**src/rtl/bin_act_expander_pkg.sv**
```systemverilog
// rtl/bin_act_expander_pkg.sv - shared types and constants for the binary activation expander (honours BIN_ACT_BIPOLAR_EN)
package bin_act_expander_pkg;

  typedef enum logic {
    IDLE  = 1'b0,
    SHIFT = 1'b1
  } state_t;

  function automatic int cnt_w(input int pw);
    return $clog2(pw + 1);
  endfunction

  function automatic int one_code(input int frac);
    return 1 << frac;
  endfunction

  // A cleared activation bit maps to -ONE in bipolar builds, otherwise to 0.
  function automatic int zero_code(input int frac);
`ifdef BIN_ACT_BIPOLAR_EN
    return -(1 << frac);
`else
    return (frac < 0) ? 1 : 0;
`endif
  endfunction

endpackage

```
**src/rtl/bin_act_expander_shifter.sv**
```systemverilog
// rtl/bin_act_expander_shifter.sv - shift register, remaining-bit counter and frame tlast register
module bin_act_shifter #(
  parameter int PW = 16,
  parameter int CW = 5
) (
  input  logic          i_sclk,
  input  logic          i_rstn,
  input  logic          load,
  input  logic          shift,
  input  logic [PW-2:0] load_bits,
  input  logic [CW-1:0] load_cnt,
  input  logic          load_last,
  output logic          next_bit,
  output logic [CW-1:0] rem,
  output logic          frame_last
);

  // Bit 0 of a word is presented straight from the input on load, so only bits 1.. are stored.
  logic [PW-2:0] sreg;

  always_ff @(posedge i_sclk) begin
    if (!i_rstn) begin
      sreg       <= '0;
      rem        <= '0;
      frame_last <= 1'b0;
    end else if (load) begin
      sreg       <= load_bits;
      rem        <= load_cnt;
      frame_last <= load_last;
    end else if (shift) begin
      sreg       <= sreg >> 1;
      rem        <= rem - CW'(1);
    end
  end

  assign next_bit = sreg[0];

endmodule

```
**src/rtl/bin_act_expander.sv**
```systemverilog
// rtl/bin_act_expander.sv - expands packed binary activations into fixed-point samples (BIN_ACT_BIPOLAR_EN selects -ONE for 0 bits)
module bin_act_expander
  import bin_act_expander_pkg::*;
#(
  parameter int PW   = 16,
  parameter int WO   = 16,
  parameter int FRAC = 8
) (
  input  logic                      i_sclk,
  input  logic                      i_rstn,
  input  logic                      i_valid,
  output logic                      o_ready,
  input  logic [PW-1:0]             i_tdata,
  input  logic [$clog2(PW+1)-1:0]   i_tcnt,
  input  logic                      i_tlast,
  output logic                      o_valid,
  input  logic                      i_ready,
  output logic signed [WO-1:0]      o_tdata,
  output logic                      o_tlast
);

  localparam int CW = cnt_w(PW);
  localparam logic [CW-1:0] PW_CNT = CW'(PW);
  localparam logic signed [WO-1:0] ONE  = WO'(one_code(FRAC));
  localparam logic signed [WO-1:0] ZERO = WO'(zero_code(FRAC));

  state_t        state, state_next;
  logic          load, shift, rem_one;
  logic          next_bit, frame_last;
  logic [CW-1:0] rem, tcnt_eff;

  assign tcnt_eff = (i_tcnt == '0 || i_tcnt > PW_CNT) ? PW_CNT : i_tcnt;
  assign rem_one  = (rem == CW'(1));
  assign load     = i_valid && o_ready;
  assign shift    = o_valid && i_ready && !rem_one;

  always_ff @(posedge i_sclk) begin
    if (!i_rstn) state <= IDLE;
    else         state <= state_next;
  end

  always_comb begin
    state_next = state;
    o_valid    = 1'b0;
    o_ready    = 1'b0;
    o_tlast    = 1'b0;
    case (state)
      IDLE: begin
        o_ready = 1'b1;
        if (i_valid) state_next = SHIFT;
      end
      SHIFT: begin
        o_valid = 1'b1;
        o_ready = rem_one && i_ready;
        o_tlast = frame_last && rem_one;
        // Last bit leaving with no replacement word arriving ends the word.
        if (rem_one && i_ready && !i_valid) state_next = IDLE;
      end
      default: state_next = IDLE;
    endcase
  end

  always_ff @(posedge i_sclk) begin
    if (!i_rstn)    o_tdata <= '0;
    else if (load)  o_tdata <= i_tdata[0] ? ONE : ZERO;
    else if (shift) o_tdata <= next_bit ? ONE : ZERO;
  end

  bin_act_shifter #(
    .PW (PW),
    .CW (CW)
  ) u_shifter (
    .i_sclk     (i_sclk),
    .i_rstn     (i_rstn),
    .load       (load),
    .shift      (shift),
    .load_bits  (i_tdata[PW-1:1]),
    .load_cnt   (tcnt_eff),
    .load_last  (i_tlast),
    .next_bit   (next_bit),
    .rem        (rem),
    .frame_last (frame_last)
  );

endmodule

```
**config.mk**
```make
export PLATFORM = sky130hd
export DESIGN_NAME = bin_act_expander
export DESIGN_NICKNAME = d
export VERILOG_FILES = /design/src/rtl/bin_act_expander_pkg.sv /design/src/rtl/bin_act_expander_shifter.sv /design/src/rtl/bin_act_expander.sv
export SDC_FILE = /design/constraint.sdc
export NUM_CORES = 1
export LEC_CHECK = 0
export BUFFER_PORTS_ARGS = -buffer_cell sky130_fd_sc_hd__buf_2
export CAP_MARGIN = 20
export CORE_UTILIZATION = 49
export CTS_CLUSTER_DIAMETER = 100
export DETAILED_ROUTE_END_ITERATION = 6
export GPL_ROUTABILITY_DRIVEN = 0
export GPL_TIMING_DRIVEN = 0
export PLACE_DENSITY = 0.79
export REMOVE_ABC_BUFFERS = 1
export SETUP_SLACK_MARGIN = 0.3
export SLEW_MARGIN = 20
export SYNTH_ARGS = -nofsm -noshare
export SYNTH_HDL_FRONTEND = slang
export SYNTH_HIERARCHICAL = 1
export SYNTH_SLANG_ARGS = --single-unit
```
**constraint.sdc**
```tcl
create_clock -name i_sclk -period 2.35 [get_ports i_sclk]
set_input_delay 0.1175 -clock i_sclk [delete_from_list [all_inputs] [get_ports i_sclk]]
set_output_delay 0.1175 -clock i_sclk [all_outputs]
set_load 0.02 [all_outputs]
```
# [Word level (Yosys, flattened, before mapping)]
# Cells that the tools add are included.
[totals] wordCells=35 rom_bits=0 latchBits=0 out_inout_bits=19 ramBits=0 in_bits=26 regBits=38 mem_count=0
[op_classes] mul=0 shifts=0 n_lt_le_gt_ge=1 div=0 bitwise=1 n_reduce_logical=11 eq_ne=1 add_sub_neg=1 mux=15
[ops] cell="$mux 16" count=2
[ops] cell="$mux 15" count=2
[ops] cell="$mux 9" count=2
[ops] cell="$mux 5" count=3
[ops] cell="$logic_and 1x1->1" count=6
[ops] cell="$eq 5x1->1 const B" count=1
[ops] cell="$gt 5x5->1 const B" count=1
[ops] cell="$logic_not 5->1" count=1
[ops] cell="$sub 5x1->5 const B" count=1
[ops] cell="$mux 1" count=4
[ops] cell="$pmux 1 s2" count=2
[ops] cell="$logic_not 1->1" count=2
[ops] cell="$reduce_bool 2->1" count=1
[ops] cell="$logic_or 1x1->1" count=1
[ops] cell="$not 1->1" count=1

# [Longest topological paths before layout]
[logic_depth] word_depth=5 ltp_mapped=9 depth_no_buf=7

# [Modules after synthesis]
# The synthesis kept the hierarchy.
[modules_own_cells] module="bin_act_shifter" cells_per_inst=114 area_per_inst_um2=1019.7 instances=1 seq_area_each_um2=420.4
[modules_own_cells] module="bin_act_expander" cells_per_inst=42 area_per_inst_um2=321.6 instances=1 seq_area_each_um2=40.0

# [Least setup slack after synthesis]
# OpenSTA, ideal clock, no wires.
[synth_timing] path_type="reg2reg" startpoint="register u_shifter.rem[0]" endpoint="register u_shifter.rem[0]" period_less_slack_ps=1682 setup_time_ps=115 required_ps=2235 stages_incl_launch_ff=9 path_buffers=2 path_slack_ps=668 t_arrival_ps=1567 path_cell_list="dfxtp_1 > nand2b_1 > nor4_4 > a21boi_2 > nor2_1 > buf_2 > clkbuf_1 > o21ai_0 > and2_1"
[synth_between] elab_chain_len=5 word_cells_on_any_way=10 cone_classes="add/sub: 1; eq/ne: 1; mux: 3; reduce/logical: 5"
[synth_rtl] item="start, declared" line="bin_act_expander_shifter.sv:14" rtl="output logic [CW-1:0] rem,"
[synth_rtl] item="start signal, assigned" line="bin_act_expander_shifter.sv:28" rtl="rem <= load_cnt;"
[synth_rtl] item="start signal, assigned" line="bin_act_expander_shifter.sv:32" rtl="rem <= rem - CW'(1);"
[synth_rtl] item="$eq 5x1->1 (*)" line="bin_act_expander.sv:33" rtl="assign rem_one = (rem == CW'(1));"
[synth_rtl] item="$logic_and 1x1->1 (*)" line="bin_act_expander.sv:54" rtl="o_ready = rem_one && i_ready;"
[synth_rtl] item="$pmux 1 s2 (*)" line="bin_act_expander.sv:47" rtl="case (state)"
[synth_rtl] item="$logic_and 1x1->1 (*)" line="bin_act_expander.sv:34" rtl="assign load = i_valid && o_ready;"
[synth_rtl] item="named net load" line="bin_act_expander.sv:28" rtl="logic load, shift, rem_one;"
[synth_rtl] item="$mux 5 or $reduce_bool 2->1 (tied branches)"
# The timed path passes the listed nets; every way through them passes the cells marked *. The select of a mux whose other input is x is not followed.
# A chain may end at the register's enable or synchronous reset.

# [Final worst setup path]
[layout_timing] startpoint="register u_shifter.rem[0]" endpoint="register u_shifter.sreg[10]"
[layout_between] elab_chain_len=5 word_cells_on_any_way=8 cone_classes="eq/ne: 1; mux: 2; reduce/logical: 5"
[layout_rtl] item="$eq 5x1->1 (*)" line="bin_act_expander.sv:33"
[layout_rtl] item="$logic_and 1x1->1 (*)" line="bin_act_expander.sv:54"
[layout_rtl] item="$pmux 1 s2 (*)" line="bin_act_expander.sv:47"
[layout_rtl] item="$logic_and 1x1->1 (*)" line="bin_act_expander.sv:34"
[layout_rtl] item="named net load" line="bin_act_expander.sv:28"
[layout_rtl] item="$mux 15 or $reduce_bool 2->1 (tied branches)"
[layout_rtl] item="end signal, assigned" line="bin_act_expander_shifter.sv:27" rtl="sreg <= load_bits;"
[layout_rtl] item="end signal, assigned" line="bin_act_expander_shifter.sv:31" rtl="sreg <= sreg >> 1;"
[layout_rtl] item="end, declared" line="bin_act_expander_shifter.sv:19" rtl="logic [PW-2:0] sreg;"
# The timed path passes the listed nets; every way through them passes the cells marked *.

==> flow_summary.toml <==
[final_layout]
antennaDiodeCount = 0
final_nets = 213
fin_cells = 214
drive_gt1_share_pct = 23.37
fillers = 246
syn_to_final_growth_pct = 11.47

[grt]
overflow = 0
grt_pass1_wl_um = 3670
antenna_found_initial = 0
grt_max_degree = 27
track_usage_pct = 17.03
grt_pass1_vias = 950

[worst_setup_path]
timing.critical_path.cells = "nand2b_1, nor4_4, a21boi_2, nor2_4, buf_6, o21ai_0, and2_1"
crit_path_start_kind = "register"
critPathArrivalTime_ns = 2.10
critPathKind = "register to register"
r2r_end = "u_shifter/sreg[10]"
cp_top_family = "simple AND/OR/NAND/NOR gates"
r2r_cells = 7
cpPeakStageDelay_ns = 0.46
crit_fanout = 26
end_kind = "register"
slowest_stage = "dfxtp_1"
ff2ff_setup_slack_ns = 0.46
reg2reg_from = "u_shifter/rem[0]"
cp.required_ns = 2.56
crit_buf_inv = 1

[route]
drt_iter0_drc = 5
firstDrtPassIters = 4
ant_nets = 0
drc = 0
vias = 1042
wirelength_um = 2254
wl_per_cell_um = 10.53
vias_per_cell = 4.869

[logic_synthesis]
ys_ff_latch = 23
synth_cells = 156
synthesis.area_um2 = 1341
ys.flop_type = "dfxtp_1"
avgSynthCellArea_um2 = 8.598
ys_seq_area_share_pct = 34.33
synth_edf_count = 0
async_reset_ff_share_pct = 0
synth_cell_types = 31
yosysWarnings = 6

[timing]
rsz0062_at_grt = "false"
fin_crit_ns = 1.889
max_freq_mhz = 529.3
clock_skew_ns = 0.007697
fin_crit_sh_pct = 80.40
tns_ns = 0
final_hold_viol_count = 0
finalSetupViolCount = 0
drv_slew = 0
whs_ns = 0.05237

[floorplanning]
dieArea_um2 = 2951
io_pins = 45
fp.dieW_um = 54.32
initial_core_util_pct = 53.17
die_h_um = 54.32
core_region_area_um2 = 2522
rows = 18

[clocking]
h-tree-depth = 1
cts_root_buffer = "clkbuf_4"
clock_sinks = 23
clk_pin_slew_ns = 0.12
numCtsBuffers = 3
cts_tree = "built"
clk_latency_ns = 0.30
max-clock-path-buffers = 2

[pwr]
comb_power_share_pct = 22.6
p_sw_share_pct = 29.61
p_sw_w = 0.0002365
power.internal_w = 0.0005621
p_per_area_nw_per_um2 = 534.1
pwr-share-clk_pct = 22.1
seqPwrFrac_pct = 55.4
p_leak_nw = 0.6402
vdd_drop_max_uv = 368.6

[hold_path]
holdPathEnd = "state"
worstHoldStart = "i_valid"
worstHoldPathCells = 2
hold_class = "input port to register"

[place]
dp_cells = 208
hpwl_um = 1747
port_buffers = 29

[outcome]
status = "completed"

[flow_run]
max_cap_viol_count = 0
-- synthesized netlist by cell type (2+ instances only) --
cell | number | area, um^2
dfxtp_1 | 23 | 460.4
nor2_1 | 4 | 15.01
buf_2 | 3 | 15.01
xnor2_1 | 2 | 17.52
and2_1 | 15 | 93.84
nand2_1 | 19 | 71.32
buf_4 | 15 | 112.6
o21a_1 | 2 | 15.01
or4_1 | 2 | 15.01
nor2b_1 | 6 | 37.54
inv_1 | 7 | 26.28
a21oi_1 | 3 | 15.01
clkbuf_1 | 3 | 11.26
mux2i_1 | 16 | 160.2
ha_1 | 2 | 25.02
o21ai_0 | 19 | 95.09
-- routing by layer --
layer  global-route usage, %  part of all wire (%)  up-vias  wire [um]
met1                   17.57                    42      461        951
met2                   33.74                    52       36       1173
met4                   6.410                  0.49        0         11
li1                        -                     -      543          -
met3                   2.500                   5.2        2        118
met5                       0                     0        -          0
-- registers in the layout, summed over array words and instances, names as in the netlist --
signal                count
u_shifter/frame_last      1
state                     1
u_shifter/sreg           15
o_tdata                   1
u_shifter/rem             5
-- stage by stage --
step	setup slack [ns]	total power [W]	cell area, um^2	util (%)
after global placement	-0.7685	0.0006115	1411	55.95
after detailed placement	0.3027	0.0006266	1443	57.19
after global routing	0.3169	0.0008477	1495	59.28
after CTS	0.4115	0.0008091	1475	58.48
final	0.4607	0.0007986	1495	59.28
after floorplan	-0.1948	0.0005685	1229	-
-- power by group through the flow --
stage                     sequential, W  clock [W]  combinational [W]
final                          0.000442   0.000176           0.000180
after global routing           0.000446   0.000199           0.000202
after CTS                      0.000443   0.000190           0.000177
after detailed placement       0.000451          0           0.000175
after global placement         0.000449          0           0.000163
after floorplan                0.000449          0           0.000119
-- worst register-to-register path: stages, from the launching register on --
cell,delay [ns]
dfxtp_1,0.46
nand2b_1,0.13
nor4_4,0.36
a21boi_2,0.17
nor2_4,0.20
buf_6,0.21
o21ai_0,0.12
and2_1,0.16
-- how the worst max path moves through the flow --
stage          depth (start not counted)                 end        startpoint
2_1_floorplan                          6    u_shifter/rem[4]  u_shifter/rem[3]
6_report                               7  u_shifter/sreg[10]  u_shifter/rem[0]
4_1_cts                                7  u_shifter/sreg[10]  u_shifter/rem[0]
5_1_grt                                8  u_shifter/sreg[14]  u_shifter/rem[0]
3_3_place_gp                           7    u_shifter/rem[4]  u_shifter/rem[0]
3_5_place_dp                           7  u_shifter/sreg[10]  u_shifter/rem[0]
-- placed cells by master, fill, tap and decap left out, types with 2 or more instances in the layout --
master    instances
dfxtp_1          23
nor2b_1           6
nor2_1            2
ha_1              2
inv_1             7
a21oi_1           3
nor2_4            2
mux2i_1          16
nand2_1          19
o21ai_0          19
and2_1           15
o21a_1            2
clkbuf_4          3
or4_1             2
conb_1           15
buf_4             2
buf_2            29
xnor2_1           2
-- kinds of logic (layout without fill, tap and decap cells) --
family	count (synthesis)	after routing	synth area share (%)
compound gates	30	30	13.06
xor+xnor	3	3	1.959
fa+ha+maj	2	2	1.865
buf+inv	30	44	14.27
flops	23	23	34.33
mux	16	16	11.94
other cells	1	15	0.2796
simple gates	51	51	22.30
-- layout make-up --
type / count / area [um^2] / area share, %
tap: 30 / 37.54 / 2.510
inverter: 7 / 26.28 / 1.757
sequential: 23 / 460.4 / 30.80
clock inverter: 1 / 5.005 / 0.3347
multi-input combinational: 117 / 757.0 / 50.63
timing repair buffer: 33 / 186.4 / 12.47
clock buffer: 3 / 22.52 / 1.506
-- what timing repair did --
action | 4_1_cts | 5_1_grt
pin swaps | 0 | 2
gates resized for setup | 1 | 1
hold buffers | 0 | 0
endpoints found under the setup margin | 2 | 4
buffers inserted | 0 | 2
Power figures use the tool's default switching activity.
